==> src/rtl/win_scanner_if.sv <==
// Handshake and result bundle between the game controller and the win scanner.
// Width of grid and win_idx follow the board side N.
interface win_scanner_if #(
  parameter int N = 3
);
  localparam int IDX_W = $clog2(N*N);

  logic                 start;
  logic [2*N*N-1:0]     grid;
  logic                 busy;
  logic                 done;
  logic [1:0]           winner;
  logic                 end_signal;
  logic [IDX_W-1:0]     win_idx;
  logic [1:0]           win_dir;

  modport master (
    output start, grid,
    input  busy, done, winner, end_signal, win_idx, win_dir
  );

  modport slave (
    input  start, grid,
    output busy, done, winner, end_signal, win_idx, win_dir
  );
endinterface

==> src/rtl/win_scanner.sv <==
// Sequential K-in-a-row detector: snapshots the board on start, checks one
// anchor cell per clock in all four directions and commits after N*N cycles.
module win_scanner #(
  parameter  int N     = 3,
  parameter  int K     = 3,
  localparam int IDX_W = $clog2(N*N)
) (
  input  logic clk,
  input  logic resetn,
  win_scanner_if.slave bus
);
  localparam int CELLS = N*N;
  localparam int RC_W  = $clog2(N);

  typedef enum logic {IDLE, SCAN} state_t;

  state_t              state;
  logic [2*CELLS-1:0]  snap;
  logic [IDX_W-1:0]    idx;
  logic [RC_W-1:0]     row, col;
  logic                p1_found, p2_found, any_empty;
  logic [IDX_W-1:0]    p1_idx, p2_idx;
  logic [1:0]          p1_dir, p2_dir;
  logic                busy_q, done_q, end_q;
  logic [1:0]          winner_q, dir_q;
  logic [IDX_W-1:0]    idx_q;

  logic [3:0]          hit1, hit2;
  logic                cell_empty;
  logic                fin1, fin2, fin_empty;
  logic [IDX_W-1:0]    fin1_idx, fin2_idx;
  logic [1:0]          fin1_dir, fin2_dir;

  // Off-board coordinates read as empty so they can never complete a line.
  function automatic logic [1:0] cell_at(input logic [2*CELLS-1:0] b,
                                         input int r, input int c);
    logic [1:0] v;
    v = 2'd0;
    if (r >= 0 && r < N && c >= 0 && c < N) v = b[2*(r*N+c) +: 2];
    return v;
  endfunction

  function automatic logic [1:0] first_dir(input logic [3:0] h);
    if (h[0]) return 2'd0;
    if (h[1]) return 2'd1;
    if (h[2]) return 2'd2;
    return 2'd3;
  endfunction

  always_comb begin
    int r, c, dr, dc;
    logic valid;
    logic [1:0] v;
    hit1  = '0;
    hit2  = '0;
    valid = 1'b0;
    v     = 2'd0;
    r     = int'(row);
    c     = int'(col);
    for (int d = 0; d < 4; d++) begin
      dr = (d == 0) ? 0 : 1;
      dc = (d == 1) ? 0 : ((d == 3) ? -1 : 1);
      case (d)
        0:       valid = (c <= N-K);
        1:       valid = (r <= N-K);
        2:       valid = (r <= N-K) && (c <= N-K);
        default: valid = (r <= N-K) && (c >= K-1);
      endcase
      hit1[d] = valid;
      hit2[d] = valid;
      for (int j = 0; j < K; j++) begin
        v = cell_at(snap, r + j*dr, c + j*dc);
        if (v != 2'd1) hit1[d] = 1'b0;
        if (v != 2'd2) hit2[d] = 1'b0;
      end
    end
    v          = cell_at(snap, r, c);
    cell_empty = (v == 2'd0) || (v == 2'd3);
  end

  // Merge this cycle's findings so the final anchor counts toward the commit.
  always_comb begin
    fin1      = p1_found | (|hit1);
    fin2      = p2_found | (|hit2);
    fin_empty = any_empty | cell_empty;
    fin1_idx  = p1_found ? p1_idx : idx;
    fin1_dir  = p1_found ? p1_dir : first_dir(hit1);
    fin2_idx  = p2_found ? p2_idx : idx;
    fin2_dir  = p2_found ? p2_dir : first_dir(hit2);
  end

  always_ff @(posedge clk or negedge resetn) begin
    if (!resetn) begin
      state     <= IDLE;
      snap      <= '0;
      idx       <= '0;
      row       <= '0;
      col       <= '0;
      p1_found  <= 1'b0;
      p2_found  <= 1'b0;
      any_empty <= 1'b0;
      p1_idx    <= '0;
      p2_idx    <= '0;
      p1_dir    <= 2'd0;
      p2_dir    <= 2'd0;
      busy_q    <= 1'b0;
      done_q    <= 1'b0;
      winner_q  <= 2'b00;
      end_q     <= 1'b0;
      idx_q     <= '0;
      dir_q     <= 2'd0;
    end else begin
      done_q <= 1'b0;
      case (state)
        IDLE: begin
          if (bus.start) begin
            snap      <= bus.grid;
            idx       <= '0;
            row       <= '0;
            col       <= '0;
            p1_found  <= 1'b0;
            p2_found  <= 1'b0;
            any_empty <= 1'b0;
            p1_idx    <= '0;
            p2_idx    <= '0;
            p1_dir    <= 2'd0;
            p2_dir    <= 2'd0;
            busy_q    <= 1'b1;
            state     <= SCAN;
          end
        end
        SCAN: begin
          p1_found  <= fin1;
          p2_found  <= fin2;
          any_empty <= fin_empty;
          p1_idx    <= fin1_idx;
          p1_dir    <= fin1_dir;
          p2_idx    <= fin2_idx;
          p2_dir    <= fin2_dir;
          if (idx == IDX_W'(CELLS-1)) begin
            if (fin1) begin
              winner_q <= 2'b01;
              idx_q    <= fin1_idx;
              dir_q    <= fin1_dir;
            end else if (fin2) begin
              winner_q <= 2'b10;
              idx_q    <= fin2_idx;
              dir_q    <= fin2_dir;
            end else begin
              winner_q <= fin_empty ? 2'b00 : 2'b11;
              idx_q    <= '0;
              dir_q    <= 2'd0;
            end
            end_q  <= fin1 | fin2 | ~fin_empty;
            done_q <= 1'b1;
            busy_q <= 1'b0;
            state  <= IDLE;
          end else begin
            idx <= idx + 1'b1;
            if (col == RC_W'(N-1)) begin
              col <= '0;
              row <= row + 1'b1;
            end else begin
              col <= col + 1'b1;
            end
          end
        end
        default: state <= IDLE;
      endcase
    end
  end

  assign bus.busy       = busy_q;
  assign bus.done       = done_q;
  assign bus.winner     = winner_q;
  assign bus.end_signal = end_q;
  assign bus.win_idx    = idx_q;
  assign bus.win_dir    = dir_q;
endmodule

==> src/flat_wrapper.sv <==
// flat-port wrapper written by rule: the top's interface ports become plain ports
module win_scanner_flat 
#(
  parameter  int N     = 3,
  parameter  int K     = 3,
  localparam int IDX_W = $clog2(N*N)
)
  (clk, resetn, bus_start, bus_grid, bus_busy, bus_done, bus_winner, bus_end_signal, bus_win_idx, bus_win_dir);
  win_scanner_if #(.N(N)) bus_i ();
  input  logic clk;
  input  logic resetn;
  input wire logic [$bits(bus_i.start)-1:0] bus_start;
  input wire logic [$bits(bus_i.grid)-1:0] bus_grid;
  output wire logic [$bits(bus_i.busy)-1:0] bus_busy;
  output wire logic [$bits(bus_i.done)-1:0] bus_done;
  output wire logic [$bits(bus_i.winner)-1:0] bus_winner;
  output wire logic [$bits(bus_i.end_signal)-1:0] bus_end_signal;
  output wire logic [$bits(bus_i.win_idx)-1:0] bus_win_idx;
  output wire logic [$bits(bus_i.win_dir)-1:0] bus_win_dir;
  assign bus_i.start = bus_start;
  assign bus_i.grid = bus_grid;
  assign bus_busy = bus_i.busy;
  assign bus_done = bus_i.done;
  assign bus_winner = bus_i.winner;
  assign bus_end_signal = bus_i.end_signal;
  assign bus_win_idx = bus_i.win_idx;
  assign bus_win_dir = bus_i.win_dir;
  win_scanner #(.N(N), .K(K)) u_core (.clk(clk), .resetn(resetn), .bus(bus_i));
endmodule
==> config.mk <==
export PLATFORM = sky130hd
export DESIGN_NAME = win_scanner_flat
export DESIGN_NICKNAME = d
export VERILOG_FILES = /design/src/rtl/win_scanner_if.sv /design/src/rtl/win_scanner.sv /design/src/flat_wrapper.sv
export SDC_FILE = /design/constraint.sdc
export NUM_CORES = 1
export LEC_CHECK = 0
export ABC_AREA = 1
export ABC_CLOCK_PERIOD_IN_PS = 4580
export CAP_MARGIN = 20
export CORE_ASPECT_RATIO = 0.9
export CORE_MARGIN = 3
export CORE_UTILIZATION = 45
export CTS_CLUSTER_DIAMETER = 50
export CTS_CLUSTER_SIZE = 8
export DETAILED_ROUTE_END_ITERATION = 12
export SLEW_MARGIN = 25
export SYNTH_ARGS = -nofsm -noshare
export SYNTH_HDL_FRONTEND = slang
export SYNTH_SLANG_ARGS = --single-unit
==> constraint.sdc <==
create_clock -name clk -period 4.58 [get_ports clk]
set_clock_uncertainty 0.05 [all_clocks]
set_input_delay 0.458 -clock clk [delete_from_list [all_inputs] [get_ports clk]]
set_output_delay 0.458 -clock clk [all_outputs]
set_load 0.05 [all_outputs]
# ---- Word level (Yosys, flattened, before mapping)
# Index checks and enable logic that the tools add are counted.
dict set report op_classes {
  n_bitwise 7
  n_reduce_logical 33
  shift 9
  mux 95
  n_eq_ne 25
  n_lt_le_gt_ge 19
  div_mod_pow 0
  addsub 18
  mul 3
}
# operator n
set ops {}
lappend ops {{indexed part select 18 x 32 -> 2 bit} 9}
lappend ops {{greater-or-equal comparator 32 x 1 -> 1 bit (second input constant)} 4}
lappend ops {{less-than comparator 32 x 3 -> 1 bit (second input constant)} 4}
lappend ops {{adder 31 x 3 -> 31 bit} 3}
lappend ops {{2-to-1 mux 2 bit} 34}
lappend ops {{adder 31 bit} 2}
lappend ops {{adder 5 x 31 -> 31 bit} 2}
lappend ops {{2-to-1 mux 1 bit} 43}
lappend ops {{!= test 2 bit (second input constant)} 13}
lappend ops {{logical AND 1 bit} 24}
lappend ops {{2-to-1 mux 4 bit} 6}
lappend ops {{case mux 4 bit (2 select lines)} 3}
lappend ops {{!= test 2 x 1 -> 1 bit (second input constant)} 9}
lappend ops {{case mux 2 bit (2 select lines)} 4}
lappend ops {{adder 6 x 4 -> 7 bit} 2}
lappend ops {{multiplier 3 x 2 -> 5 bit (second input constant)} 2}
lappend ops {{case mux 1 bit (2 select lines)} 5}
lappend ops {{greater-or-equal comparator 4 x 1 -> 1 bit (second input constant)} 2}
lappend ops {{less-than comparator 4 x 3 -> 1 bit (second input constant)} 2}
lappend ops {{AND reduction 2 bit} 4}
lappend ops {{OR reduction 4 bit} 2}
lappend ops {{adder 2 x 1 -> 3 bit (second input constant)} 2}
lappend ops {{adder 2 x 2 -> 3 bit (second input constant)} 2}
lappend ops {{bitwise OR 1 bit} 5}
lappend ops {{15 further kinds} 21}
dict set report totals {
  ramBits 0
  reg_bits 53
  out_inout_bits 11
  latchBits 0
  romBits 0
  mem_count 0
}

# ---- Logic depth before layout (Yosys ltp)
# Gate-level depths: netlist of run 1.
dict set report depth {
  ltp_word 19
  mapped_depth 26
  depth_no_buf 26
}

# ---- Worst setup path before layout of run 1
# Ideal clock, no wire load.
dict set report synth_timing {
  kind {reg-to-reg}
  startpoint {register u_core.row[0]}
  endpoint {register u_core.dir_q[0], in the netlist u_core.bus.win_dir[0]}
  slack_ps 670
  path_stages_with_launch 25
  n_path_buf 0
  setup_ps 118
  arrival_time_ps 3742
  period_less_slack_ps 3910
  cell_sequence {dfrtp_1 > inv_1 > ha_1 > inv_2 > fa_1 > inv_1 > o21ai_0 > a21oi_1 > a211oi_1 > a41oi_1 > nor2_1 > inv_1 > ha_1 > nand2_1 > inv_1 > nand4_1 > nor2_1 > nand2_1 > nand2_1 > nor2_1 > nand3_4 > nand2_1 > nor2_1 > nor2_1 > nor2_1}
}
dict set report synth_via {
  elab_chain_len 18
  word_cells_on_any_way 134
  cone_classes {add/sub: 11; mul: 3; order compare: 7; eq/ne: 18; shift: 9; mux: 59; bitwise: 2; reduce/logical: 25}
}
# item line
set synth_lines {}
lappend synth_lines {{from (decl)} win_scanner.sv:20} ;# logic [RC_W-1:0] row, col;
lappend synth_lines {{from (signal assigned)} win_scanner.sv:162} ;# row <= row + 1'b1;
lappend synth_lines {{parallel branches: the longest is 17 deep, another holds adder 31 bit} -}
lappend synth_lines {{2-to-1 mux 2 bit *} win_scanner.sv:141} ;# if (fin1) begin
lappend synth_lines {{to (signal assigned)} win_scanner.sv:144} ;# dir_q <= fin1_dir;
lappend synth_lines {{to (signal assigned)} win_scanner.sv:148} ;# dir_q <= fin2_dir;
lappend synth_lines {{to (decl)} win_scanner.sv:25} ;# logic [1:0] winner_q, dir_q;
# Every way passes the cells marked *. The select of a mux whose other input is x is not followed.
# A chain may end at the register's enable or synchronous reset.

# ---- Worst setup path after layout of run 1
# Ends and elaborated chain as after synthesis.

==> run summary, run 1 <==
IO Pins = 32
# port buffers = 31
Core Rows = 37
Yosys cell types = 38
Worst R2R Start = u_core.row[0]
Clk sink count = 53
Routed vias = 5635
Worst slew pin tran = 0.706 ns
Clock root cell = clkbuf_16
Area Growth Syn to Fin = 11.9%
First-pass GRT wire length = 26400 um
CP startpoint = u_core.row[0]
Total of warnings raised by yosys = 0
Highest clock rate = 0.243 GHz
# Max-Cap Violations = 0
Worst skew pair latency = 0.30 ns
Clock slew at reported path FFs = 0.08 ns
Register area share after synthesis = 24.8%
Worst Hold Margin = 0.215 ns
Setup TNS = 0 ns
Number of CTS-inserted buffers = 5
Number of remaining DRC errors = 0
Commonest cells after routing, fill and taps aside = nand2_1, inv_1, nand3_1, nor2_1, dfrtp_1
Layout cells sized above 1 = 5.07%
Synth area leaders = dfrtp_1, nand2_1, ha_1, nand3_1, inv_1
Status = completed
Initial antenna violation count = 0
Commonest non-fill, non-tap cell in the layout = nand2_1
Cell Area, Synth = 0.00536 mm^2
Slew Limit Headroom = 52.7%
Total grt overflow = 0
Mean routed wirelength per cell = 15.8 um
Synth area leader = dfrtp_1
Reg-to-Reg End = u_core.bus.win_dir[0]
Die W = 121 um
Initial detailed-routing violation count = 531
Final min period = 4.12 ns
Startpoint type of the worst setup path = flip-flop
Req. time, crit path = 4.72 ns
Post-route ant nets = 0
R2R cell count = 23
R2R Setup Slk = 0.46 ns
H-tree Lvls = 2
DR pass1 iterations = 5
Finish-stage setup viols = 0
Dpl ws = 0.574 ns
Full die area = 0.0132 mm^2
RD Place Congestion = 1.01
Worst Slack Setup Final = 0.461 ns
Placed Area = 0.00584 mm^2
Element type at the critical path end = flip-flop
CP Max Fanout = 9
RSZ-0062 raised after global routing = no
DP Wirelength = 13300 um
Pin count of the biggest net entering global routing = 54
Clk buf depth = 2
Final Instance Area = 0.00599 mm^2
CP arrival = 4.26 ns
Vias per cell = 5.40
Slew Viols, Final = 0
Yosys top cell area share = 24.8%
Initial Util = 46.5%
Die Ht = 109 um
Mapped Cells = 858
CTS tree = done
Setup CP Type = reg -> reg
Antenna cells = 0
Avg Inst Size Synth = 6.24 um^2
Routed WL = 16500 um
Synth Net Count = 927
Vias in the first global route = 5012
Synth Register Bits = 53
Final hold vios = 0
# hold bufs at CTS = 0
Postcts setup bufs = 0
All-Layer GR Usage = 25.4%
Final period util = 89.9%
Core Region = 0.0115 mm^2
Nets = 956
Post-CTS resize count = 0
Hold Path Class = in -> async
-- cell type report --
type	instances	area (um^2)
Clock buffer	5	125
Clock inverter	3	26.3
Multi-Input combinational cell	662	3480
Timing Repair Buffer	39	365
Inverter	126	473
Fill cell	1211	5540
Tap cell	156	195
Sequential cell	53	1330
-- logic make-up (layout without fill, tap and decap cells) --
group | after synthesis | in the layout | synth area share (%)
AO/OA/AOI/OAI | 100 | 100 | 10.4
XOR/XNOR | 8 | 8 | 1.45
adder cells (fa/ha/maj) | 48 | 48 | 11.9
buffers and inverters | 143 | 173 | 10.3
flip-flops | 53 | 53 | 24.8
AND/OR/NAND/NOR | 506 | 506 | 41.2
-- sequential cells by signal (all words and copies together) (netlist names), 2 cells and up --
| signal | count |
|---|---|
| u_core.bus.win_dir | 2 |
| u_core.col | 2 |
| u_core.snap | 18 |
| u_core.p2_dir | 2 |
| u_core.p1_idx | 4 |
| u_core.idx | 4 |
| u_core.bus.win_idx | 4 |
| u_core.p1_dir | 2 |
| u_core.bus.winner | 2 |
| u_core.row | 2 |
| u_core.p2_idx | 4 |
-- worst max-delay path: stages, from the launching register on --
cell	delay, ns
dfrtp_1	0.53
ha_1	0.37
inv_1	0.21
fa_1	0.65
inv_1	0.12
o21ai_0	0.18
a21oi_1	0.08
a211oi_1	0.23
a41oi_1	0.07
nor2_1	0.16
inv_1	0.06
ha_1	0.24
nand2_1	0.09
inv_1	0.05
nand4_1	0.07
nor2_1	0.04
nand2_1	0.07
nand2_1	0.07
nor2_1	0.23
nand3_4	0.16
nand2_1	0.09
nor2_1	0.04
nor2_1	0.10
nor2_1	0.05
-- cells in the mapped netlist --
| library cell | count |
|---|---|
| nand2_1 | 289 |
| inv_1 | 119 |
| nand3_1 | 101 |
| nor2_1 | 65 |
| dfrtp_1 | 53 |
| ha_1 | 43 |
| o21ai_0 | 40 |
| a21oi_1 | 31 |
| nand4_1 | 16 |
| o22ai_1 | 12 |
| clkbuf_1 | 11 |
| nand3b_1 | 8 |
| inv_2 | 7 |
| nand2_2 | 7 |
| fa_1 | 5 |
| buf_2 | 4 |
| nor3_1 | 4 |
| xor2_1 | 4 |
| a211oi_1 | 3 |
| a22o_1 | 3 |
| and2_1 | 3 |
| nor2_2 | 3 |
| o211ai_1 | 3 |
| o21ai_1 | 3 |
| xnor2_1 | 3 |
| a41oi_1 | 2 |
| buf_4 | 2 |
| nand2_4 | 2 |
| nand3_2 | 2 |
| nor2_4 | 2 |
| a21oi_2 | 1 |
| nand3_4 | 1 |
| nand3b_2 | 1 |
| nor3_2 | 1 |
| o21bai_1 | 1 |
| o31ai_1 | 1 |
| or2_1 | 1 |
| xor2_2 | 1 |
-- through the flow --
stage	std cells	utilization (%)
5_1_grt	1044	52.0
3_5_place_dp	1036	50.7
2_1_floorplan	858	-
6_report	1044	52.0
4_1_cts	1044	52.0
3_3_place_gp	1036	50.7
-- layer usage --
metal | vias to the layer above | share of wire [%] | GRT usage (%) | routed length [um]
li1 | 2809 | - | - | -
met1 | 2578 | 48 | 37.8 | 7910
met2 | 211 | 41 | 37.8 | 6820
met3 | 37 | 7.7 | 4.06 | 1270
met4 | 0 | 3.2 | 7.44 | 525
met5 | - | 0 | 0 | 0
-- how the worst max path moves through the flow --
stage                                 end
CTS                 u_core.bus.win_dir[0]
global placement    u_core.bus.win_dir[0]
global route        u_core.bus.win_dir[0]
detailed placement  u_core.bus.win_dir[0]
finish              u_core.bus.win_dir[0]
floorplan           u_core.bus.win_dir[0]
Power of run 1 is not shown: default switching activity piles up to over one toggle a cycle in this logic, so the estimate is an artifact.
==> run 2: changes to the inputs <==
- TNS_END_PERCENT: default -> 30
==> results of run 2 <==
Final layout, timing and power as in run 1 (identical DEF).
Power of run 2 is left out for the same reason.
